`src/rtl/uart_tx_fifo.sv`:
```
// Parametrised UART transmitter with an input FIFO. Characters queued through
// the tx_load/tx_ready handshake are serialised back-to-back on tx.
module uart_tx_fifo #(
   parameter int DATA_BITS    = 8,
   parameter int PARITY       = 0,
   parameter int STOP_BITS    = 1,
   parameter int CLKS_PER_BIT = 16,
   parameter int FIFO_DEPTH   = 4
) (
   input  logic                              clk,
   input  logic                              nrst,
   input  logic                              tx_load,
   input  logic [DATA_BITS-1:0]              tx_data,
   output logic                              tx_ready,
   output logic                              tx,
   output logic                              tx_busy,
   output logic [$clog2(FIFO_DEPTH+1)-1:0]   fifo_count
);

   localparam int CNT_W  = $clog2(FIFO_DEPTH + 1);
   localparam int PTR_W  = $clog2(FIFO_DEPTH);
   localparam int BAUD_W = $clog2(CLKS_PER_BIT);

   typedef enum logic [2:0] {IDLE, START, DATA, PARITY_BIT, STOP} state_t;

   state_t                state_q;
   logic [DATA_BITS-1:0]  mem_q [FIFO_DEPTH];
   logic [PTR_W-1:0]      wrPtr_q, rdPtr_q;
   logic [CNT_W-1:0]      count_q, count_d;
   logic [BAUD_W-1:0]     baud_q;
   logic [3:0]            bitCnt_q;
   logic [DATA_BITS-1:0]  shift_q;
   logic                  parity_q;
   logic                  tx_q;

   logic                  push, pop, bitEnd, frameEnd;
   logic [DATA_BITS-1:0]  headWord;

   assign tx_ready   = (count_q != CNT_W'(FIFO_DEPTH));
   assign push       = tx_load && tx_ready;
   assign bitEnd     = (baud_q == BAUD_W'(CLKS_PER_BIT - 1));
   assign frameEnd   = (state_q == STOP) && bitEnd && (bitCnt_q == 4'(STOP_BITS - 1));
   assign pop        = (count_q != '0) && ((state_q == IDLE) || frameEnd);
   assign headWord   = mem_q[rdPtr_q];

   assign tx         = tx_q;
   assign tx_busy    = (state_q != IDLE) || (count_q != '0);
   assign fifo_count = count_q;

   // Storage needs no reset: the pointers and count define what is valid.
   always_ff @(posedge clk) begin
      if (push) begin
         mem_q[wrPtr_q] <= tx_data;
      end
   end

   always_comb begin
      count_d = count_q;
      case ({push, pop})
         2'b10:   count_d = count_q + CNT_W'(1);
         2'b01:   count_d = count_q - CNT_W'(1);
         default: count_d = count_q;
      endcase
   end

   always_ff @(posedge clk or negedge nrst) begin
      if (!nrst) begin
         wrPtr_q <= '0;
         rdPtr_q <= '0;
         count_q <= '0;
      end else begin
         count_q <= count_d;
         if (push) wrPtr_q <= wrPtr_q + PTR_W'(1);
         if (pop)  rdPtr_q <= rdPtr_q + PTR_W'(1);
      end
   end

   // Frame sequencer; a pop at the end of STOP chains straight into START.
   always_ff @(posedge clk or negedge nrst) begin
      if (!nrst) begin
         state_q  <= IDLE;
         tx_q     <= 1'b1;
         baud_q   <= '0;
         bitCnt_q <= '0;
         shift_q  <= '0;
         parity_q <= 1'b0;
      end else begin
         if (state_q != IDLE) begin
            baud_q <= bitEnd ? '0 : baud_q + BAUD_W'(1);
         end
         case (state_q)
            IDLE: begin
               tx_q <= 1'b1;
               if (pop) begin
                  state_q  <= START;
                  tx_q     <= 1'b0;
                  shift_q  <= headWord;
                  parity_q <= (^headWord) ^ (PARITY == 1);
               end
            end
            START: begin
               if (bitEnd) begin
                  state_q  <= DATA;
                  tx_q     <= shift_q[0];
                  shift_q  <= shift_q >> 1;
                  bitCnt_q <= '0;
               end
            end
            DATA: begin
               if (bitEnd) begin
                  if (bitCnt_q == 4'(DATA_BITS - 1)) begin
                     bitCnt_q <= '0;
                     if (PARITY != 0) begin
                        state_q <= PARITY_BIT;
                        tx_q    <= parity_q;
                     end else begin
                        state_q <= STOP;
                        tx_q    <= 1'b1;
                     end
                  end else begin
                     tx_q     <= shift_q[0];
                     shift_q  <= shift_q >> 1;
                     bitCnt_q <= bitCnt_q + 4'd1;
                  end
               end
            end
            PARITY_BIT: begin
               if (bitEnd) begin
                  state_q  <= STOP;
                  tx_q     <= 1'b1;
                  bitCnt_q <= '0;
               end
            end
            STOP: begin
               if (bitEnd) begin
                  if (bitCnt_q == 4'(STOP_BITS - 1)) begin
                     bitCnt_q <= '0;
                     if (pop) begin
                        state_q  <= START;
                        tx_q     <= 1'b0;
                        shift_q  <= headWord;
                        parity_q <= (^headWord) ^ (PARITY == 1);
                     end else begin
                        state_q <= IDLE;
                     end
                  end else begin
                     bitCnt_q <= bitCnt_q + 4'd1;
                  end
               end
            end
            default: begin
               state_q <= IDLE;
               tx_q    <= 1'b1;
            end
         endcase
      end
   end

endmodule
```
`config.mk`:
```
export PLATFORM = sky130hd
export DESIGN_NAME = uart_tx_fifo
export DESIGN_NICKNAME = d
export VERILOG_FILES = /design/src/rtl/uart_tx_fifo.sv
export SDC_FILE = /design/constraint.sdc
export NUM_CORES = 1
export LEC_CHECK = 0
export CORE_MARGIN = 5
export CORE_UTILIZATION = 58
export DETAILED_ROUTE_END_ITERATION = 8
export PLACE_DENSITY = 0.75
export SYNTH_ARGS = -nofsm -noshare
export SYNTH_HDL_FRONTEND = slang
export SYNTH_SLANG_ARGS = --single-unit
```
`constraint.sdc`:
```
create_clock -name clk -period 3.6 [get_ports clk]
set_input_delay 0.9 -clock clk [delete_from_list [all_inputs] [get_ports clk]]
set_output_delay 0.9 -clock clk [all_outputs]
set_load 0.005 [all_outputs]
```
Word level (Yosys, flattened, before mapping) --
Memory sizes are Yosys's and may differ from the RTL's. Cells that the tools add are included.
Storage, ports and cells: flip-flop bits (word level) 27, memory bits (writable) 32, bits of input ports 11, output and inout bits 6, word-level logic and storage cells 87, memories kept 1
Cells by class: $add $sub $neg 6, equal/unequal tests 19, muxes and demuxes 35, reduce and logical (&&, ||, !) cells 18
Memory list:
- mem_q | words 4, width 8, rd ports 1, clocked after Yosys merged registers in 0, wr ports 1, line 27 | logic [DATA_BITS-1:0] mem_q [FIFO_DEPTH];
Operator list (number):
- 2-to-1 mux 8 bit | 6
- case mux 8 bit (4 select lines) | 1
- 2-to-1 mux 4 bit | 6
- 2-to-1 mux 3 bit | 7
- inequality test 2 bit (second input constant) | 8
- case mux 3 bit (5 select lines) | 1
- case mux 4 bit (3 select lines) | 1
- AND reduction 6 bit | 2
- 2-to-1 mux 1 bit | 11
- nonzero test 3 bit | 3
- adder 4 x 1 -> 4 bit (second input constant) | 2
- AND reduction 7 bit | 1
- == test 3 x 2 -> 1 bit (second input constant) | 2
- case mux 3 bit (2 select lines) | 1
- case mux 1 bit (5 select lines) | 1
- adder 2 x 1 -> 2 bit (second input constant) | 2
- == test 4 x 3 -> 1 bit (second input constant) | 1
- == test 4 bit (second input constant) | 1
- logical AND 1 bit | 4
- zero test 4 bit | 1
- inequality test 2 x 1 -> 1 bit (second input constant) | 2
- AND reduction 4 bit | 1
- nonzero test 4 bit | 1
- adder 3 x 1 -> 3 bit (second input constant) | 1
- 10 further kinds | 11

Longest topological paths before layout --
depth in word-level cells 9, depth in mapped cells 12, mapped depth without buffers 11

Worst setup path after synthesis --
OpenSTA, ideal clock, no wires.
kind register to register, start register bitCnt_q[0], end register count_q[1], in the netlist fifo_count[1], setup time 125 ps, arrival 2394 ps, data required time 3475 ps, setup slack 1081 ps, stages on the path, launching flop included 11, buffers on the path 1, period minus slack after synthesis 2519 ps, path through dfrtp_1 -> inv_1 -> ha_1 -> or3b_4 -> o21ai_0 -> nand2_1 -> clkbuf_1 -> inv_1 -> ha_1 -> fa_1 -> mux2_2
On the way: longest elaborated chain between the ends 6, elaborated cells between the ends (all ways) 8, those cells by class 2 x eq/ne; 1 x mux; 5 x reduce/logical
RTL lines:
- from (decl) | line 31 | logic [3:0] bitCnt_q;
- from (signal assigned) | line 123 | bitCnt_q <= bitCnt_q + 4'd1;
- from (signal assigned) | line 147 | bitCnt_q <= bitCnt_q + 4'd1;
- zero test 4 bit (*) | line 42 | assign frameEnd = (state_q == STOP) && bitEnd && (bitCnt_q == 4'(STOP_BITS - 1));
- logical AND 1 bit (*) | line 42
- logical OR 1 bit (*) | line 43 | assign pop = (count_q != '0) && ((state_q == IDLE) || frameEnd);
- logical AND 1 bit (*) | line 43
- named net pop | line 36 | logic push, pop, bitEnd, frameEnd;
- == test 2 x 1 -> 1 bit / == test 2 bit (equally long branches) | line 59 | case ({push, pop})
- case mux 3 bit (2 select lines) (*) | line 59
- named net count_d[1] | line 29 | logic [CNT_W-1:0] count_q, count_d;
- to (signal assigned) | line 72 | count_q <= count_d;
- to (decl) | line 29
The timed path passes the listed nets; every way through them passes the cells marked *. A chain may end at the register's enable or synchronous reset.

Worst setup path in the final report --
start register count_q[0], in the netlist fifo_count[0], end output tx_busy
On the way: longest elaborated chain between the ends 2
RTL lines:
- nonzero test 3 bit | line 47 | assign tx_busy = (state_q != IDLE) || (count_q != '0);
- logical OR 1 bit | line 47
- to (decl) | line 16 | output logic tx_busy,
Every way passes these cells.

==> impl_results.md <==
* Status: finished clean
* Internal at 0.00189 W
* Worst endpoint required time at 2700 ps
* Total GRT Usage at 16.9%
* Logic pwr share at 30.3%
* Number of global-route vias before repair at 1579
* Final min period at 2730 ps
* #FFs+latches synth at 59
* Largest net degree at the start of global routing at 28
* Crit path DAT at 1830 ps
* Post-CTS Hold Buffers at 0
* Most frequent cells in the layout: edfxtp_1 (32), dfrtp_1 (26), clkdlybuf4s50_1 (16)
* Setup TNS at 0 ps
* Synth unique cells at 38
* Vias at 1592
* H-tree Lvls at 3
* Multiplexer area fraction after synthesis at 7.26%
* Synth Area in Compound Gates at 11.3%
* Psw at 0.000823 W
* Max Fclk at 0.366 GHz
* Synth Area in Adders at 4.56%
* Placer Congestion at 0.906
* Endpoints failing setup at 0
* Slew @ Worst Pin at 562 ps
* Post-Syn Area at 0.00264 mm²
* Worst Skew at 4.94 ps
* Clk network pwr share at 28.5%
* First-pass detailed-route iteration total at 4
* Tightest Hold Check Type: flip-flop to flip-flop
* Die area at 0.00599 mm²
* # nets final at 232
* Crit-path cells: nor3_1 > nand2_1 > clkdlybuf4s50_1
* Final worst setup slack at 870 ps
* First-pass GRT wire length at 7.78 mm
* Largest family of logic cells by synthesized area: compound AO/OA/AOI/OAI gates
* Top cell type's share of synthesized area at 36.4%
* Pwr dens at 880 mW/mm²
* DP HPWL at 3.18 mm
* DR vias/cell at 5.92
* Synth Area in Simple Gates at 9.49%
* Post-synth top flop: edfxtp_1
* RSZ-0062 raised after global routing: false
* Post-route DRC at 0
* Worst setup EP type: primary output
* Buffers added on ports at 16
* Synth area leader: edfxtp_1
* Top delay family on crit path: simple AND/OR/NAND/NOR gates
* Ys async rst share at 45.8%
* CTS root buf: clkbuf_8
* Antenna viol nets, final at 0
* Largest buffer count on any clock path at 2
* Clock latency on the worst-skew pair at 330 ps
* Slowest-stage cell, CP: clkdlybuf4s50_1
* CTS tree: done
* Starting Density at 60.1%
* I/O pin cnt at 17
* Die width at 77.4 µm
* Initial drt markers at 77
* Max_cap viols at 0
* GRT overflow at 0
* Clock Sink Count at 59
* Peak supply drop at 540 µV
* Leakage power at 1.21 nW
* Fin crit share at 75.8%
* Delay of the slowest critical-path stage at 480 ps
* Initial antenna violation count at 0
* Sequential fraction of the synthesis area at 62.1%
* Sw frac at 30.4%
* Synth warnings at 0
* Pre-CTS setup slack at 766 ps
* Commonest non-fill, non-tap cell in the layout: edfxtp_1
* Buf+Inv Stages, Crit Path at 1
* Crit path launch type: flip-flop
* Area delta synth->final at 16.8%
* Num CTS Buffers at 9
* Routed len/inst at 17.3 µm
* Final Hold Viols at 0
* Slew margin rel. at 62.5%
* Post-CTS sizing at 0
* Worst-path clk slew at 60 ps
* WS Path Type: flip-flop to primary output
* Die Y-Extent at 77.4 µm
* Synth top area cells: edfxtp_1 (36%), dfrtp_1 (25%), mux4_2 (6.8%)
* WL final at 4.65 mm
* Max-slew violations at 0
* Crit-path max FO at 5
* Core area at 0.00438 mm²
* Instance count of the mapped netlist at 193
* Number of synthesized flops with an enable pin at 32
* Mapped Nets at 213
* Row cnt at 24
* Share of cells above drive strength 1 at 12.4%
* Post-Synth XOR/XNOR Area at 2.33%
* Ant diodes at 0
* Post-CTS Setup Repair Bufs at 0
* Synthesized area per cell at 13.7 µm²
* Sequential Power Share at 41.2%
## cell families (layout without fill, tap and decap cells)
logic type / count (synthesis) / in the layout
adder cells (fa/ha/maj): 9 / 9
buffers and inverters: 17 / 41
XOR/XNOR: 7 / 7
AO/OA/AOI/OAI: 44 / 44
multiplexers: 9 / 9
flip-flops: 59 / 59
AND/OR/NAND/NOR: 48 / 48
## registers in the layout (all words and copies together) (netlist names)
name	count
state_q	3
baud_q	4
fifo_count	3
wrPtr_q	2
mem_q	32
rdPtr_q	2
shift_q	8
bitCnt_q	4
tx	1
## layer usage
layer / vias up / global-route usage [%] / wire (µm)
met4: 0 / 9.45 / 93
met5: - / 0 / 0
met1: 781 / 20.0 / 1980
met3: 9 / 4.05 / 218
met2: 45 / 28.3 / 2350
li1: 757 / - / -
## through the flow
step                      hold WS (ps)  power [W]  util (%)  area, µm²  cells
after floorplan                    464    0.00173         -       2640    193
after detailed placement           501    0.00195      64.4       2820    253
after global placement             482    0.00189      64.4       2820    253
after CTS                          510    0.00273      70.2       3080    269
final                              508    0.00271      70.2       3080    269
after global routing               519    0.00287      70.2       3080    269
## path summary, 6_finish.rpt
check,depth (start not counted),end,slack (ps),startpoint
worst max-delay path,3,tx_busy,870,fifo_count[0]
worst min-delay path,1,tx,510,tx
worst max register to register,9,fifo_count[1],880,bitCnt_q[0]
worst min register to register,1,tx,510,tx
max in group asynchronous,2,tx,2360,nrst
min in group asynchronous,2,baud_q[2],940,nrst
## layout make-up
| class | count | area (µm²) |
|---|---|---|
| Inverter | 8 | 30.0 |
| Clock buffer | 10 | 128 |
| Fill cell | 282 | 1310 |
| Clock inverter | 6 | 128 |
| Sequential cell | 59 | 1640 |
| Multi-Input combinational cell | 117 | 922 |
| Timing Repair Buffer | 17 | 168 |
| Tap cell | 52 | 65.1 |
## synth_stat cells (all sizes together) (4+ instances only)
cell and number:
edfxtp 32, dfrtp 26, o21ai 15, nand2 14
ha 8, inv 8, mux4 8, o22ai 8
a2bb2oi 7, and3 6, buf 6, nor2 6
nor3 6, nand2b 5, xnor2 5, a21o 4
a21oi 4
## power by group through the flow
stage	clock (W)	combinational [W]	sequential, W
3_5_place_dp	0	0.000819	0.00113
5_1_grt	0.000819	0.000901	0.00115
6_report	0.000774	0.000820	0.00112
3_3_place_gp	0	0.000778	0.00111
4_1_cts	0.000785	0.000825	0.00112
2_1_floorplan	0	0.000700	0.00103
Note: power is estimated with default switching activity, not from simulation.
